File: src/rtl/ea_astat_stk_pkg.sv
// Shared definitions for the ASTAT / status stack block: ASTAT bit positions
// and the 4-bit condition-code encodings used by conditional instructions.
package ea_astat_stk_pkg;

   // ASTAT bit positions
   localparam int AZ = 0;
   localparam int AN = 1;
   localparam int AV = 2;
   localparam int AC = 3;
   localparam int AS = 4;
   localparam int AQ = 5;
   localparam int MV = 6;
   localparam int SS = 7;

   // Condition codes carried by conditional instructions
   typedef enum logic [3:0] {
      COND_EQ     = 4'd0,
      COND_NE     = 4'd1,
      COND_GT     = 4'd2,
      COND_LE     = 4'd3,
      COND_LT     = 4'd4,
      COND_GE     = 4'd5,
      COND_AV     = 4'd6,
      COND_NOT_AV = 4'd7,
      COND_AC     = 4'd8,
      COND_NOT_AC = 4'd9,
      COND_NEG    = 4'd10,
      COND_POS    = 4'd11,
      COND_MV     = 4'd12,
      COND_NOT_MV = 4'd13,
      COND_NOT_CE = 4'd14,
      COND_TRUE   = 4'd15
   } cond_e;

endpackage

File: src/rtl/ea_astat_stk_if.sv
// Execute-stage status bus: flag sources and stack controls into the ASTAT
// block, architectural status and condition result back out.
interface ea_astat_stk_if;
   logic        GO_E;
   logic        updateALU;
   logic        updateDIV;
   logic        ABS;
   logic        AZin, ANin, AVin, ACin, ASin, AQin;
   logic        updateMV, MVin;
   logic        updateSS, SSin;
   logic        MTASTAT_E;
   logic [15:0] R_in_E;
   logic        PUSH_STS, POP_STS;
   logic        CLR_SOV;
   logic [3:0]  COND;
   logic        CE;
   logic [7:0]  ASTAT;
   logic        STKempty, STKfull;
   logic        SOV;
   logic        CONDok;

   modport master (
      output GO_E, updateALU, updateDIV, ABS,
             AZin, ANin, AVin, ACin, ASin, AQin,
             updateMV, MVin, updateSS, SSin,
             MTASTAT_E, R_in_E, PUSH_STS, POP_STS, CLR_SOV, COND, CE,
      input  ASTAT, STKempty, STKfull, SOV, CONDok
   );

   modport slave (
      input  GO_E, updateALU, updateDIV, ABS,
             AZin, ANin, AVin, ACin, ASin, AQin,
             updateMV, MVin, updateSS, SSin,
             MTASTAT_E, R_in_E, PUSH_STS, POP_STS, CLR_SOV, COND, CE,
      output ASTAT, STKempty, STKfull, SOV, CONDok
   );
endinterface

File: src/rtl/ea_sts_stack.sv
// Hardware status stack: LIFO of saved ASTAT bytes with its pointer,
// full/empty status and the sticky overflow/underflow/collision flag.
// PTRW must be wide enough that 2**PTRW > DEPTH so the full count fits.
module ea_sts_stack #(
   parameter int DEPTH = 7,
   parameter int PTRW  = 3
) (
   input  logic       clk,
   input  logic       rst_n,
   input  logic       go,
   input  logic       push,
   input  logic       pop,
   input  logic       clr_err,
   input  logic [7:0] wr_data,
   output logic [7:0] rd_data,
   output logic       pop_ok,
   output logic       empty,
   output logic       full,
   output logic       sov
);

   logic [7:0]      mem [DEPTH];
   logic [PTRW-1:0] ptr;
   logic [PTRW-1:0] ptr_m1;
   logic            push_ok;
   logic            err;

   assign empty   = (ptr == '0);
   assign full    = (ptr == PTRW'(DEPTH));
   assign ptr_m1  = ptr - PTRW'(1);
   assign push_ok = push & ~pop & ~full;
   assign pop_ok  = pop & ~push & ~empty;
   assign err     = (push & pop) | (push & full) | (pop & empty);

   // Stack pointer moves only on a legal push or pop
   always_ff @(posedge clk or negedge rst_n) begin
      if (!rst_n) begin
         ptr <= '0;
      end else if (go) begin
         if (push_ok) begin
            ptr <= ptr + PTRW'(1);
         end else if (pop_ok) begin
            ptr <= ptr_m1;
         end
      end
   end

   // Sticky error flag; a new error outranks a same-cycle clear
   always_ff @(posedge clk or negedge rst_n) begin
      if (!rst_n) begin
         sov <= 1'b0;
      end else if (go) begin
         if (err) begin
            sov <= 1'b1;
         end else if (clr_err) begin
            sov <= 1'b0;
         end
      end
   end

   // Entry storage carries no reset; only the pointer defines valid entries
   always_ff @(posedge clk) begin
      if (go && push_ok) begin
         for (int i = 0; i < DEPTH; i++) begin
            if (PTRW'(i) == ptr) begin
               mem[i] <= wr_data;
            end
         end
      end
   end

   // Top-of-stack read mux, zero when the stack is empty
   always_comb begin
      rd_data = '0;
      for (int i = 0; i < DEPTH; i++) begin
         if (!empty && (PTRW'(i) == ptr_m1)) begin
            rd_data = mem[i];
         end
      end
   end

endmodule

File: src/rtl/ea_astat_stk.sv
// Arithmetic status register (ASTAT) with its save/restore stack and the
// condition-code evaluator feeding conditional instructions.
module ea_astat_stk
   import ea_astat_stk_pkg::*;
#(
   parameter int DEPTH = 7,
   parameter int PTRW  = 3
) (
   input  logic           DSPCLK,
   input  logic           T_RST,
   ea_astat_stk_if.slave  bus
);

   logic [7:0] astat;
   logic [7:0] astat_nxt;
   logic [7:0] stk_top;
   logic       pop_ok;
   logic       unused_r_hi;

   assign unused_r_hi = ^bus.R_in_E[15:8];

   ea_sts_stack #(
      .DEPTH (DEPTH),
      .PTRW  (PTRW)
   ) u_stack (
      .clk     (DSPCLK),
      .rst_n   (T_RST),
      .go      (bus.GO_E),
      .push    (bus.PUSH_STS),
      .pop     (bus.POP_STS),
      .clr_err (bus.CLR_SOV),
      .wr_data (astat),
      .rd_data (stk_top),
      .pop_ok  (pop_ok),
      .empty   (bus.STKempty),
      .full    (bus.STKfull),
      .sov     (bus.SOV)
   );

   // Next ASTAT: legal pop, then register write, then merged per-field flags
   always_comb begin
      astat_nxt = astat;
      if (pop_ok) begin
         astat_nxt = stk_top;
      end else if (bus.MTASTAT_E) begin
         astat_nxt = bus.R_in_E[7:0];
      end else begin
         if (bus.updateALU) begin
            astat_nxt[AZ] = bus.AZin;
            astat_nxt[AN] = bus.ANin;
            astat_nxt[AV] = bus.AVin;
            astat_nxt[AC] = bus.ACin;
            if (bus.ABS) begin
               astat_nxt[AS] = bus.ASin;
            end
         end
         if (bus.updateDIV) begin
            astat_nxt[AQ] = bus.AQin;
         end
         if (bus.updateMV) begin
            astat_nxt[MV] = bus.MVin;
         end
         if (bus.updateSS) begin
            astat_nxt[SS] = bus.SSin;
         end
      end
   end

   // Architectural ASTAT register, advancing with the execute stage
   always_ff @(posedge DSPCLK or negedge T_RST) begin
      if (!T_RST) begin
         astat <= 8'h00;
      end else if (bus.GO_E) begin
         astat <= astat_nxt;
      end
   end

   assign bus.ASTAT = astat;

   // Condition decoder working on the registered ASTAT and counter-expired
   always_comb begin
      bus.CONDok = 1'b0;
      case (cond_e'(bus.COND))
         COND_EQ:     bus.CONDok = astat[AZ];
         COND_NE:     bus.CONDok = ~astat[AZ];
         COND_GT:     bus.CONDok = ~((astat[AN] ^ astat[AV]) | astat[AZ]);
         COND_LE:     bus.CONDok = (astat[AN] ^ astat[AV]) | astat[AZ];
         COND_LT:     bus.CONDok = astat[AN] ^ astat[AV];
         COND_GE:     bus.CONDok = ~(astat[AN] ^ astat[AV]);
         COND_AV:     bus.CONDok = astat[AV];
         COND_NOT_AV: bus.CONDok = ~astat[AV];
         COND_AC:     bus.CONDok = astat[AC];
         COND_NOT_AC: bus.CONDok = ~astat[AC];
         COND_NEG:    bus.CONDok = astat[AS];
         COND_POS:    bus.CONDok = ~astat[AS];
         COND_MV:     bus.CONDok = astat[MV];
         COND_NOT_MV: bus.CONDok = ~astat[MV];
         COND_NOT_CE: bus.CONDok = ~bus.CE;
         COND_TRUE:   bus.CONDok = 1'b1;
         default:     bus.CONDok = 1'b0;
      endcase
   end

endmodule

File: src/flat_wrapper.sv
// flat-port wrapper written by rule: the top's interface ports become plain ports
module ea_astat_stk_flat import ea_astat_stk_pkg::*;
#(
   parameter int DEPTH = 7,
   parameter int PTRW  = 3
)
  (DSPCLK, T_RST, bus_GO_E, bus_updateALU, bus_updateDIV, bus_ABS, bus_AZin, bus_ANin, bus_AVin, bus_ACin, bus_ASin, bus_AQin, bus_updateMV, bus_MVin, bus_updateSS, bus_SSin, bus_MTASTAT_E, bus_R_in_E, bus_PUSH_STS, bus_POP_STS, bus_CLR_SOV, bus_COND, bus_CE, bus_ASTAT, bus_STKempty, bus_STKfull, bus_SOV, bus_CONDok);
  ea_astat_stk_if bus_i ();
  input  logic DSPCLK;
  input  logic T_RST;
  input wire logic [$bits(bus_i.GO_E)-1:0] bus_GO_E;
  input wire logic [$bits(bus_i.updateALU)-1:0] bus_updateALU;
  input wire logic [$bits(bus_i.updateDIV)-1:0] bus_updateDIV;
  input wire logic [$bits(bus_i.ABS)-1:0] bus_ABS;
  input wire logic [$bits(bus_i.AZin)-1:0] bus_AZin;
  input wire logic [$bits(bus_i.ANin)-1:0] bus_ANin;
  input wire logic [$bits(bus_i.AVin)-1:0] bus_AVin;
  input wire logic [$bits(bus_i.ACin)-1:0] bus_ACin;
  input wire logic [$bits(bus_i.ASin)-1:0] bus_ASin;
  input wire logic [$bits(bus_i.AQin)-1:0] bus_AQin;
  input wire logic [$bits(bus_i.updateMV)-1:0] bus_updateMV;
  input wire logic [$bits(bus_i.MVin)-1:0] bus_MVin;
  input wire logic [$bits(bus_i.updateSS)-1:0] bus_updateSS;
  input wire logic [$bits(bus_i.SSin)-1:0] bus_SSin;
  input wire logic [$bits(bus_i.MTASTAT_E)-1:0] bus_MTASTAT_E;
  input wire logic [$bits(bus_i.R_in_E)-1:0] bus_R_in_E;
  input wire logic [$bits(bus_i.PUSH_STS)-1:0] bus_PUSH_STS;
  input wire logic [$bits(bus_i.POP_STS)-1:0] bus_POP_STS;
  input wire logic [$bits(bus_i.CLR_SOV)-1:0] bus_CLR_SOV;
  input wire logic [$bits(bus_i.COND)-1:0] bus_COND;
  input wire logic [$bits(bus_i.CE)-1:0] bus_CE;
  output wire logic [$bits(bus_i.ASTAT)-1:0] bus_ASTAT;
  output wire logic [$bits(bus_i.STKempty)-1:0] bus_STKempty;
  output wire logic [$bits(bus_i.STKfull)-1:0] bus_STKfull;
  output wire logic [$bits(bus_i.SOV)-1:0] bus_SOV;
  output wire logic [$bits(bus_i.CONDok)-1:0] bus_CONDok;
  assign bus_i.GO_E = bus_GO_E;
  assign bus_i.updateALU = bus_updateALU;
  assign bus_i.updateDIV = bus_updateDIV;
  assign bus_i.ABS = bus_ABS;
  assign bus_i.AZin = bus_AZin;
  assign bus_i.ANin = bus_ANin;
  assign bus_i.AVin = bus_AVin;
  assign bus_i.ACin = bus_ACin;
  assign bus_i.ASin = bus_ASin;
  assign bus_i.AQin = bus_AQin;
  assign bus_i.updateMV = bus_updateMV;
  assign bus_i.MVin = bus_MVin;
  assign bus_i.updateSS = bus_updateSS;
  assign bus_i.SSin = bus_SSin;
  assign bus_i.MTASTAT_E = bus_MTASTAT_E;
  assign bus_i.R_in_E = bus_R_in_E;
  assign bus_i.PUSH_STS = bus_PUSH_STS;
  assign bus_i.POP_STS = bus_POP_STS;
  assign bus_i.CLR_SOV = bus_CLR_SOV;
  assign bus_i.COND = bus_COND;
  assign bus_i.CE = bus_CE;
  assign bus_ASTAT = bus_i.ASTAT;
  assign bus_STKempty = bus_i.STKempty;
  assign bus_STKfull = bus_i.STKfull;
  assign bus_SOV = bus_i.SOV;
  assign bus_CONDok = bus_i.CONDok;
  ea_astat_stk #(.DEPTH(DEPTH), .PTRW(PTRW)) u_core (.DSPCLK(DSPCLK), .T_RST(T_RST), .bus(bus_i));
endmodule
File: config.mk
export PLATFORM = sky130hd
export DESIGN_NAME = ea_astat_stk_flat
export DESIGN_NICKNAME = d
export VERILOG_FILES = /design/src/rtl/ea_astat_stk_pkg.sv /design/src/rtl/ea_astat_stk_if.sv /design/src/rtl/ea_sts_stack.sv /design/src/rtl/ea_astat_stk.sv /design/src/flat_wrapper.sv
export SDC_FILE = /design/constraint.sdc
export NUM_CORES = 1
export LEC_CHECK = 0
export ABC_AREA = 1
export BUFFER_PORTS_ARGS = -buffer_cell sky130_fd_sc_hd__buf_2
export CORE_ASPECT_RATIO = 0.9
export CORE_MARGIN = 1
export CORE_UTILIZATION = 35
export CTS_CLUSTER_DIAMETER = 30
export CTS_CLUSTER_SIZE = 14
export DETAILED_ROUTE_END_ITERATION = 8
export PLACE_DENSITY = 0.62
export RECOVER_POWER = 100
export SYNTH_ARGS = -nofsm -noshare
export SYNTH_HDL_FRONTEND = slang
export SYNTH_SLANG_ARGS = --single-unit
File: constraint.sdc
create_clock -name DSPCLK -period 2.9 [get_ports DSPCLK]
set_input_delay 0.29 -clock DSPCLK [delete_from_list [all_inputs] [get_ports DSPCLK]]
set_output_delay 0.29 -clock DSPCLK [all_outputs]
set_load 0.01 [all_outputs]
==> results of run 1 <==
==> report_power, final <==
group	internal, mW	switching [mW]
Combinational	0.396	0.866
Sequential	1.21	0.135
Clock	0.507	0.344
==> logic make-up after synthesis <==
family	share of synthesized area (%)
xor+xnor	0.769
buf+inv	5.93
compound gates	8.79
simple gates	23.6
fa+ha+maj	2.93
flops	58.0
==> placed cells by master (no fill, tap or decap), types with 3 or more instances in the layout <==
cell type | Yosys | routed
nand2_1 | 81 | 82
edfxtp_1 | 56 | 56
nand3_1 | 35 | 35
inv_1 | 31 | 32
buf_2 | 1 | 32
nor2_1 | 20 | 22
clkbuf_1 | 1 | 22
a21oi_1 | 19 | 19
o21ai_0 | 16 | 16
dfrtp_1 | 12 | 12
clkbuf_8 | 0 | 10
inv_2 | 9 | 8
nand4_1 | 8 | 8
ha_1 | 8 | 8
o21ai_1 | 6 | 6
nor3_1 | 5 | 5
o31ai_1 | 5 | 5
nand2_2 | 5 | 4
or2_2 | 3 | 3
==> how the worst max path moves through the flow <==
stage                               start                       end  slack [ns]  depth (start not counted)
CTS                 u_core.u_stack.ptr[0]       u_core.bus.ASTAT[4]        0.58                         10
detailed placement  u_core.u_stack.ptr[0]       u_core.bus.ASTAT[4]        0.60                         10
floorplan           u_core.u_stack.ptr[0]  u_core.u_stack.mem[5][0]        0.40                          5
global placement    u_core.u_stack.ptr[0]       u_core.bus.ASTAT[2]        0.67                         10
global route        u_core.u_stack.ptr[0]       u_core.bus.ASTAT[2]        0.20                         10
finish              u_core.u_stack.ptr[0]       u_core.bus.ASTAT[2]        0.44                         10
==> stage by stage <==
step | setup slack, ns | power (mW) | hold slack (ns)
CTS | 0.576 | 3.54 | 0.220
global placement | 0.675 | 2.66 | 0.187
global route | 0.199 | 3.70 | 0.279
detailed placement | 0.601 | 2.69 | 0.195
floorplan | 0.400 | 2.31 | -0.00559
finish | 0.439 | 3.46 | 0.230
==> worst register-to-register path: cells and delay by family, from the launching register on <==
kind / cells / cell delay, ns
AO/OA/AOI/OAI: 3 / 0.57
adder cells (fa/ha/maj): 1 / 0.22
buffers and inverters: 4 / 0.51
flip-flops: 1 / 0.43
AND/OR/NAND/NOR: 2 / 0.62
==> cell usage after synthesis (all sizes together) <==
cell type	number	area share, %
nor3	6	1.2
ha	8	2.9
o21a	1	0.22
nor2	26	4.5
nand3	35	5.1
xnor2	1	0.26
o2111ai	1	0.26
edfxtp	56	49
xor2	2	0.51
o311ai	1	0.26
o31ai	5	1.1
clkbuf	2	0.26
a21oi	20	3.3
inv	40	4.4
o21ai	23	3.5
clkinv	1	0.15
buf	4	1.1
nand4	8	1.5
or2	3	0.55
nor4	1	0.18
a211oi	1	0.22
dfrtp	12	8.8
nand2	88	10
==> sequential cells by signal, summed over array words and instances, names as in the netlist <==
signal              cells
u_core.bus.ASTAT        8
u_core.u_stack.ptr      3
u_core.u_stack.mem     56
u_core.u_stack.sov      1
==> layout make-up <==
type,instances,area share (%)
well taps,122,3.85
flip-flops and latches,68,50.0
repair buffers,54,6.37
clock buffers,12,3.66
inverters,41,3.91
multi-input cells,230,30.4
clock inverters,4,1.83
==> metal layers <==
metal | share of wire [%] | vias up | wire, um | GRT usage (%)
met3 | 4.1 | 9 | 308 | 2.51
li1 | - | 1298 | - | -
met1 | 48 | 1214 | 3570 | 21.0
met2 | 47 | 68 | 3490 | 26.5
met5 | 0 | - | 0 | 0
met4 | 1.8 | 0 | 133 | 7.29
==> timing repair <==
item                                    in CTS  in global routing
hold buffers                                 1                  0
endpoints found under the setup margin       0                  0
endpoints found under the hold margin       12                  0
==> flow_metrics.env, run 1 <==
export IMPL_track_usage_pct=16.1
export IMPL_reg2reg_from="u_core.u_stack.ptr[0]"
export IMPL_cts_tree="yes"
export IMPL_portBuffers=44
export IMPL_drive_gt1_share_pct=17.6
export IMPL_tightest_slew_ns=0.713
export IMPL_outcome="complete, no violations"
export IMPL_die_width_um=106
export IMPL_htreeDepth=3
export IMPL_ant_nets=0
export IMPL_grt_pass1_vias=2461
export IMPL_finalSetupTns_ns=0
export IMPL_slowest_delay_ns=0.48
export IMPL_slowest_stage="nor3_4"
export IMPL_area_delta_synth_final_pct=16.1
export IMPL_clockBufferDepth=2
export IMPL_power_leakage_nw=1.64
export IMPL_setup_violations=0
export IMPL_maxCapViolCount=0
export IMPL_min_from="bus_CLR_SOV"
export IMPL_worstReg2RegEnd="u_core.bus.ASTAT[2]"
export IMPL_ir_worst_vdd_mv=0.368
export IMPL_syn_cell_area_mm2=0.00342
export IMPL_start_util_pct=36.8
export IMPL_grt_pass1_wl_um=12300
export IMPL_max_slew_margin_pct=52.5
export IMPL_grt_max_degree=17
export IMPL_critical_path_top_delay_family="simple AND/OR/NAND/NOR gates"
export IMPL_clock_fmax_mhz=406
export IMPL_antenna_found_initial=0
export IMPL_clk_latency_ns=0.34
export IMPL_fin_crit_sh_pct=84.8
export IMPL_postPlaceCellArea_mm2=0.00381
export IMPL_globalplace_congestion=0.780
export IMPL_clk_pin_slew_worst_paths_ns=0.07
export IMPL_coreArea_mm2=0.00929
export IMPL_crit_fanout=14
export IMPL_yosysUniqueCellTypes=35
export IMPL_synth_seq_cells=68
export IMPL_start_kind="flip-flop"
export IMPL_instances_no_fill=531
export IMPL_cts_made_buffers=9
export IMPL_cp_cell_sequence="inv_1 > ha_1 > inv_1 > nor2_1 > nor3_4 > inv_2 > a21oi_2 > inv_2 > a21oi_1 > a21oi_1"
export IMPL_firstDrtPassIters=4
export IMPL_cts_resized=0
export IMPL_fp_dieH_um=95.7
export IMPL_syn_inst=345
export IMPL_drt_iter0_markers=118
export IMPL_skew_ns=0.00769
export IMPL_vias=2589
export IMPL_utilization_pct=42.7
export IMPL_antenna_cells=0
export IMPL_hold_path_class="primary input to flip-flop"
export IMPL_drc=0
export IMPL_r2r_setup_slack_ns=0.44
export IMPL_critPathKind="flip-flop to flip-flop"
export IMPL_syn_num_nets=394
export IMPL_die_area_mm2=0.0102
export IMPL_nets=453
export IMPL_ys_warnings_count=0
export IMPL_final_area_mm2=0.00397
export IMPL_synth_area_per_cell_um2=9.90
export IMPL_grt_ovfl_total=0
export IMPL_synth_yosys_seq_area_share_pct=58.0
export IMPL_wl_per_cell_um=14.1
export IMPL_rsz0062_at_grt="no"
export IMPL_rows=33
export IMPL_min_to="u_core.u_stack.sov"
export IMPL_dpl_cell_count=514
export IMPL_wirelength_um=7510
export IMPL_place_hpwl_um=5370
export IMPL_io_pins=53
export IMPL_arrival_ns=2.69
export IMPL_final_hold_viol_count=0
export IMPL_detail_route_vias_per_cell=4.88
export IMPL_drv_slew=0
export IMPL_min_period_ns=2.46
export IMPL_cp_num_buf_inv=4
export IMPL_hold_depth=4
export IMPL_crit_path_end_kind="flip-flop"
export IMPL_multi_input_area_mm2=0.00121
export IMPL_rr_worst_depth=10
export IMPL_regArea_mm2=0.00198
export IMPL_cts_sinks=68
export IMPL_post_cts_buffers=0
export IMPL_clockRootBuffer="clkbuf_8"
export IMPL_fill_cells=939
export IMPL_power_density_mw_per_mm2=872
export IMPL_crit_required_ns=3.13
Note: power is estimated with default switching activity, not from simulation.
==> inputs of run 2 (changes only) <==
--- a/config.mk
+++ b/config.mk
@@ -5,7 +5,7 @@
 export SDC_FILE = /design/constraint.sdc
 export NUM_CORES = 1
 export LEC_CHECK = 0
-export ABC_AREA = 1
+export ABC_AREA = 0
 export BUFFER_PORTS_ARGS = -buffer_cell sky130_fd_sc_hd__buf_2
 export CORE_ASPECT_RATIO = 0.9
 export CORE_MARGIN = 1
@@ -13,7 +13,7 @@
 export CTS_CLUSTER_DIAMETER = 30
 export CTS_CLUSTER_SIZE = 14
 export DETAILED_ROUTE_END_ITERATION = 8
-export PLACE_DENSITY = 0.62
+export PLACE_DENSITY = 0.61
 export RECOVER_POWER = 100
 export SYNTH_ARGS = -nofsm -noshare
 export SYNTH_HDL_FRONTEND = slang
==> constraint.sdc (replaced) <==
create_clock -name DSPCLK -period 2.5 [get_ports DSPCLK]
set_input_delay 0.25 -clock DSPCLK [delete_from_list [all_inputs] [get_ports DSPCLK]]
set_output_delay 0.25 -clock DSPCLK [all_outputs]
set_load 0.01 [all_outputs]
==> run 2 against run 1 <==
Cell area up 6.4%. Combinational power up 51%. Synthesized cell count down 6.4%. Via count up 9.2%. Hold slack worse by 0.036 ns. Non-clock buffer count up 16. Die area up 3.7%. Global-route usage up 2.5 points. Critical endpoint is now u_core.u_stack.mem[5][3].
==> flow_metrics.env, run 2 <==
export IMPL_outcome="complete, no violations"
export IMPL_slowest_stage="ha_1"
export IMPL_clockRootBuffer="clkbuf_8"
export IMPL_fp_dieH_um=97.5
export IMPL_drv_slew=0
export IMPL_maxCapViolCount=0
export IMPL_power_density_mw_per_mm2=1090
export IMPL_critPathKind="flip-flop to flip-flop"
export IMPL_synth_yosys_seq_area_share_pct=55.9
export IMPL_hold_path_class="primary input to flip-flop"
export IMPL_utilization_pct=43.3
export IMPL_globalplace_congestion=0.829
export IMPL_crit_path_end_kind="flip-flop"
export IMPL_ys_warnings_count=0
export IMPL_start_util_pct=36.4
export IMPL_async_flop_share_pct=17.6
export IMPL_grt_pass1_wl_um=14600
export IMPL_largest_reg_flops=56
export IMPL_clk_pin_slew_worst_paths_ns=0.07
export IMPL_crit_fanout=9
export IMPL_antenna_cells=0
export IMPL_syn_num_nets=372
export IMPL_drt_iter0_markers=168
export IMPL_synth_common_cells="56 x edfxtp_1, 33 x a21oi_1, 22 x nand2_1, 19 x nor2_1, 19 x o21ai_0"
export IMPL_vias=2828
export IMPL_start_kind="flip-flop"
export IMPL_final_common_cell="edfxtp_1"
export IMPL_pre_cts_ws_ns=0.166
export IMPL_top_register="u_core.u_stack.mem"
export IMPL_coreArea_mm2=0.00974
export IMPL_detail_route_vias_per_cell=5.48
export IMPL_area_delta_synth_final_pct=19.1
export IMPL_final_cell_mix="56 x edfxtp_1, 33 x a21oi_1, 31 x buf_2, 21 x nand2_1"
export IMPL_synth_seq_cells=68
export IMPL_skew_ns=0.00722
export IMPL_ant_nets=0
export IMPL_cts_made_buffers=9
export IMPL_clockBufferDepth=2
export IMPL_place_hpwl_um=6460
export IMPL_finalSetupTns_ns=0
export IMPL_synth_largest_area_cell="edfxtp_1"
export IMPL_finalPower_mw=4.58
export IMPL_die_width_um=108
export IMPL_final_hold_viol_count=0
export IMPL_arrival_ns=2.38
export IMPL_synth_area_per_cell_um2=11.0
export IMPL_grt_max_degree=28
export IMPL_yosysUniqueCellTypes=53
export IMPL_drc=0
export IMPL_slowest_delay_ns=0.46
export IMPL_clock_fmax_mhz=428
export IMPL_ys_flop_type="edfxtp_1"
export IMPL_die_area_mm2=0.0105
export IMPL_yosysMostFrequentCell="edfxtp_1"
export IMPL_nets=434
export IMPL_max_slew_margin_pct=41.1
export IMPL_wl_per_cell_um=17.5
export IMPL_cts_tree="yes"
export IMPL_wirelength_um=9040
export IMPL_grt_pass1_vias=2732
export IMPL_grt_ovfl_total=0
export IMPL_track_usage_pct=18.6
export IMPL_antenna_found_initial=0
export IMPL_cp_cell_sequence="inv_1 > ha_1 > clkbuf_2 > nor2b_1 > buf_4 > and3_1 > clkbuf_4"
export IMPL_drive_gt1_share_pct=19.2
export IMPL_rows=34
export IMPL_setup_slack_ns=0.162
export IMPL_tightest_slew_ns=0.884
export IMPL_portBuffers=44
export IMPL_power_leakage_nw=1.53
export IMPL_clk_latency_ns=0.34
export IMPL_min_period_ns=2.34
export IMPL_firstDrtPassIters=5
export IMPL_cts_sinks=68
export IMPL_setup_violations=0
export IMPL_ir_worst_vdd_mv=0.471
export IMPL_crit_required_ns=2.54
export IMPL_syn_inst=323
export IMPL_syn_cell_area_mm2=0.00354
export IMPL_htreeDepth=3
export IMPL_synth_edff_count=56
export IMPL_yosys_area_top_type_share_pct=47.5
export IMPL_fin_crit_sh_pct=93.5
export IMPL_rsz0062_at_grt="no"
export IMPL_synth_area_leaders="edfxtp_1 47%, dfrtp_1 8.5%, a21oi_1 4.7%"
export IMPL_io_pins=53
## run 2: path summary, 6_finish.rpt
kind                                        from                       end  slack (ns)  cells after the start
min reg2reg                   u_core.u_stack.sov        u_core.u_stack.sov        0.50                      2
max reg2reg                u_core.u_stack.ptr[1]  u_core.u_stack.mem[5][3]        0.16                      7
max in group asynchronous                  T_RST       u_core.bus.ASTAT[0]        1.42                      2
min in group asynchronous                  T_RST        u_core.u_stack.sov        0.54                      2
max                        u_core.u_stack.ptr[1]  u_core.u_stack.mem[5][3]        0.16                      7
min                                  bus_CLR_SOV        u_core.u_stack.sov        0.19                      4
## run 2: final cells by class
type | instances | area (um^2)
Fill cell | 916 | 5520
Sequential cell | 68 | 1980
Multi-Input combinational cell | 224 | 1430
Timing Repair Buffer | 70 | 385
Tap cell | 126 | 158
Clock buffer | 10 | 128
Clock inverter | 6 | 88.8
Inverter | 12 | 45.0
## run 2: routing by layer
layer | up-vias | part of all wire, % | GRT usage, %
li1 | 1346 | - | -
met1 | 1369 | 46 | 26.4
met2 | 101 | 46 | 28.8
met3 | 12 | 6.3 | 4.02
met4 | 0 | 1.2 | 4.43
met5 | - | 0 | 0
## run 2: timing repair
item | 4_1_cts | 5_1_grt
endpoints found under the setup margin | 0 | 3
resized for setup | 0 | 3
hold buffers | 1 | 0
buffers inserted | 0 | 1
endpoints found under the hold margin | 12 | 0
## run 2: power breakdown
part,leakage [nW],switching (mW),internal (mW),total [mW]
clock network,0.104,0.413,0.562,0.974
registers,0.643,0.233,1.48,1.71
logic,0.788,1.15,0.750,1.90
## run 2: logic make-up after synthesis
logic type               count (synthesis)  synth area share (%)
adder cells (fa/ha/maj)                  8                  2.82
buffers and inverters                   31                  3.60
AO/OA/AOI/OAI                          107                  20.2
multiplexers                             5                  1.48
XOR/XNOR                                 5                  1.24
flip-flops                              68                  55.9
AND/OR/NAND/NOR                         99                  14.8
## run 2: per-stage QoR
step                      area (um^2)  std cells  hold WS [ns]
after floorplan                  3540        323       -0.0456
after global placement           4020        498         0.182
after detailed placement         4020        498         0.189
after CTS                        4250        515         0.199
after global routing             4220        516         0.208
final                            4220        516         0.194
## run 2: critical path: cells and delay by family, from the launching register on
kind / cells / cell delay, ns
DFF: 1 / 0.44
adders and majority gates: 1 / 0.46
and+or+nand+nor: 2 / 0.37
buffers and inverters: 4 / 0.77
==> inputs of run 3 (changes only) <==
--- a/config.mk
+++ b/config.mk
@@ -13,7 +13,7 @@
 export CTS_CLUSTER_DIAMETER = 30
 export CTS_CLUSTER_SIZE = 14
 export DETAILED_ROUTE_END_ITERATION = 8
-export PLACE_DENSITY = 0.61
+export PLACE_DENSITY = 0.63
 export RECOVER_POWER = 100
 export SYNTH_ARGS = -nofsm -noshare
 export SYNTH_HDL_FRONTEND = slang
==> constraint.sdc (replaced) <==
create_clock -name DSPCLK -period 1.95 [get_ports DSPCLK]
set_input_delay 0.195 -clock DSPCLK [delete_from_list [all_inputs] [get_ports DSPCLK]]
set_output_delay 0.195 -clock DSPCLK [all_outputs]
set_load 0.01 [all_outputs]
==> run 3 against run 2 <==
The run now ends with negative setup slack left. Maximum frequency is 13% higher. Hold slack worse by 0.061 ns. Non-clock buffer count is 45 higher. Sequential share of layout area is 7.7 points lower. Flip-flop and latch count stayed put. Highest routed layer unchanged.
==> flow_metrics.env, run 3 (same netlist as run 2, synthesis figures left out) <==
export IMPL_area_delta_synth_final_pct=42.4
export IMPL_r2r_setup_slack_ns=-0.12
export IMPL_clk_pin_slew_worst_paths_ns=0.08
export IMPL_final_hold_viol_count=0
export IMPL_utilization_pct=51.8
export IMPL_fill_cells=866
export IMPL_grt_max_degree=22
export IMPL_drt_iter0_markers=142
export IMPL_crit_fanout=8
export IMPL_use_met2_pct=32.4
export IMPL_die_width_um=108
export IMPL_tightest_slew_ns=0.829
export IMPL_io_pins=53
export IMPL_cp_cell_sequence="inv_4 > ha_4 > or3b_4 > a21oi_4 > nor3_1 > or3_1 > a311oi_2"
export IMPL_grt_ovfl_total=0
export IMPL_vias=3048
export IMPL_setup_violations=42
export IMPL_die_area_mm2=0.0105
export IMPL_rr_worst_depth=7
export IMPL_cts_made_buffers=9
export IMPL_setup_slack_ns=-0.124
export IMPL_drive_gt1_share_pct=40.7
export IMPL_clock_fmax_mhz=482
export IMPL_rows=34
export IMPL_place_hpwl_um=7140
export IMPL_fp_dieH_um=97.5
export IMPL_slowest_delay_ns=0.43
export IMPL_outcome="finished with violations"
export IMPL_coreArea_mm2=0.00974
export IMPL_critical_path_top_delay_family="simple AND/OR/NAND/NOR gates"
export IMPL_ir_worst_vdd_mv=0.837
export IMPL_globalplace_congestion=0.892
export IMPL_power_leakage_nw=1.87
export IMPL_firstDrtPassIters=5
export IMPL_critPathKind="flip-flop to flip-flop"
export IMPL_cp_num_buf_inv=1
export IMPL_nets=479
export IMPL_regArea_mm2=0.00198
export IMPL_use_met1_pct=27.4
export IMPL_min_period_ns=2.07
export IMPL_grt_busiest_layer="met2"
export IMPL_largest_reg_flops=56
export IMPL_rsz0062_at_grt="yes"
export IMPL_crit_path_end_kind="flip-flop"
export IMPL_crit_required_ns=2.22
export IMPL_clockBufferDepth=2
export IMPL_track_usage_pct=20.3
export IMPL_start_util_pct=36.4
export IMPL_detail_route_vias_per_cell=5.43
export IMPL_max_slew_margin_pct=44.7
export IMPL_grt_pass1_wl_um=15900
export IMPL_final_cell_mix="56 x edfxtp_1, 55 x buf_4, 34 x buf_2, 29 x a21oi_1, 19 x nand2_1"
export IMPL_pre_cts_ws_ns=-0.255
export IMPL_final_common_cell="edfxtp_1"
export IMPL_fin_crit_sh_pct=106
export IMPL_grt_use_met3_pct=5.10
export IMPL_clockRootBuffer="clkbuf_8"
export IMPL_hold_path_class="primary input to flip-flop"
export IMPL_top_register="u_core.u_stack.mem"
export IMPL_multi_input_area_mm2=0.00177
export IMPL_grt_pass1_vias=2999
export IMPL_ant_nets=0
export IMPL_clk_latency_ns=0.36
export IMPL_wirelength_um=10300
export IMPL_wl_per_cell_um=18.3
export IMPL_htreeDepth=3
export IMPL_antenna_found_initial=0
export IMPL_arrival_ns=2.34
export IMPL_maxCapViolCount=0
export IMPL_path_depth=7
export IMPL_power_density_mw_per_mm2=1510
export IMPL_cts_tree="yes"
export IMPL_drc=0
export IMPL_start_kind="flip-flop"
export IMPL_antenna_cells=0
export IMPL_slowest_stage="dfrtp_1"
export IMPL_portBuffers=44
export IMPL_skew_ns=0.00828
export IMPL_drv_slew=0
export IMPL_violations="negative setup slack"
export IMPL_cts_sinks=68
export IMPL_finalPower_mw=7.62
export IMPL_hold_depth=4
[run 3: repair_timing]
action	in CTS	in global routing
hold buffers	1	0
pin swaps	5	12
endpoints found under the hold margin	12	0
gates resized for setup	21	41
buffers inserted	5	2
setup endpoints to repair	57	67
[run 3: worst min-delay path, cell delays in order]
cell	delay [ns]
buf_2	0.08
nand2_1	0.04
nand2_1	0.06
o21ai_0	0.07
[run 3: per-stage QoR]
step | instances | setup TNS [ns] | hold WS [ns] | cell area [um^2]
after floorplan | 323 | -0.0233 | -0.101 | 3630
after global placement | 537 | -5.74 | 0.114 | 4480
after detailed placement | 537 | -7.35 | 0.122 | 4480
after CTS | 559 | -1.88 | 0.131 | 4880
after global routing | 561 | -5.61 | 0.136 | 5050
final | 561 | -2.01 | 0.133 | 5050
[run 3: routing by layer]
layer,vias to the layer above,share of wire [%]
met5,-,0
met1,1476,44
li1,1442,-
met2,121,48
met3,9,6.8
met4,0,0.83
[run 3: worst paths after layout]
path,start,to
worst max register to register,u_core.u_stack.ptr[1],u_core.bus.ASTAT[7]
min in group asynchronous,T_RST,u_core.bus.ASTAT[2]
max in group asynchronous,T_RST,u_core.u_stack.ptr[0]
worst min register to register,u_core.u_stack.sov,u_core.u_stack.sov
worst min-delay path,bus_CLR_SOV,u_core.u_stack.sov
worst max-delay path,u_core.u_stack.ptr[1],u_core.bus.ASTAT[7]
[run 3: power by group]
| part | switching, mW | internal [mW] |
|---|---|---|
| Sequential | 0.241 | 1.90 |
| Combinational | 2.12 | 1.87 |
| Clock | 0.569 | 0.924 |
| Total | 2.93 | 4.69 |
[run 3: area by class of cell]
| type | count | area share, % |
|---|---|---|
| sequential | 68 | 39.3 |
| clock inverter | 5 | 2.11 |
| clock buffer | 11 | 3.00 |
| tap | 126 | 3.12 |
| timing repair buffer | 115 | 16.4 |
| inverter | 12 | 0.992 |
| multi-input combinational | 224 | 35.1 |
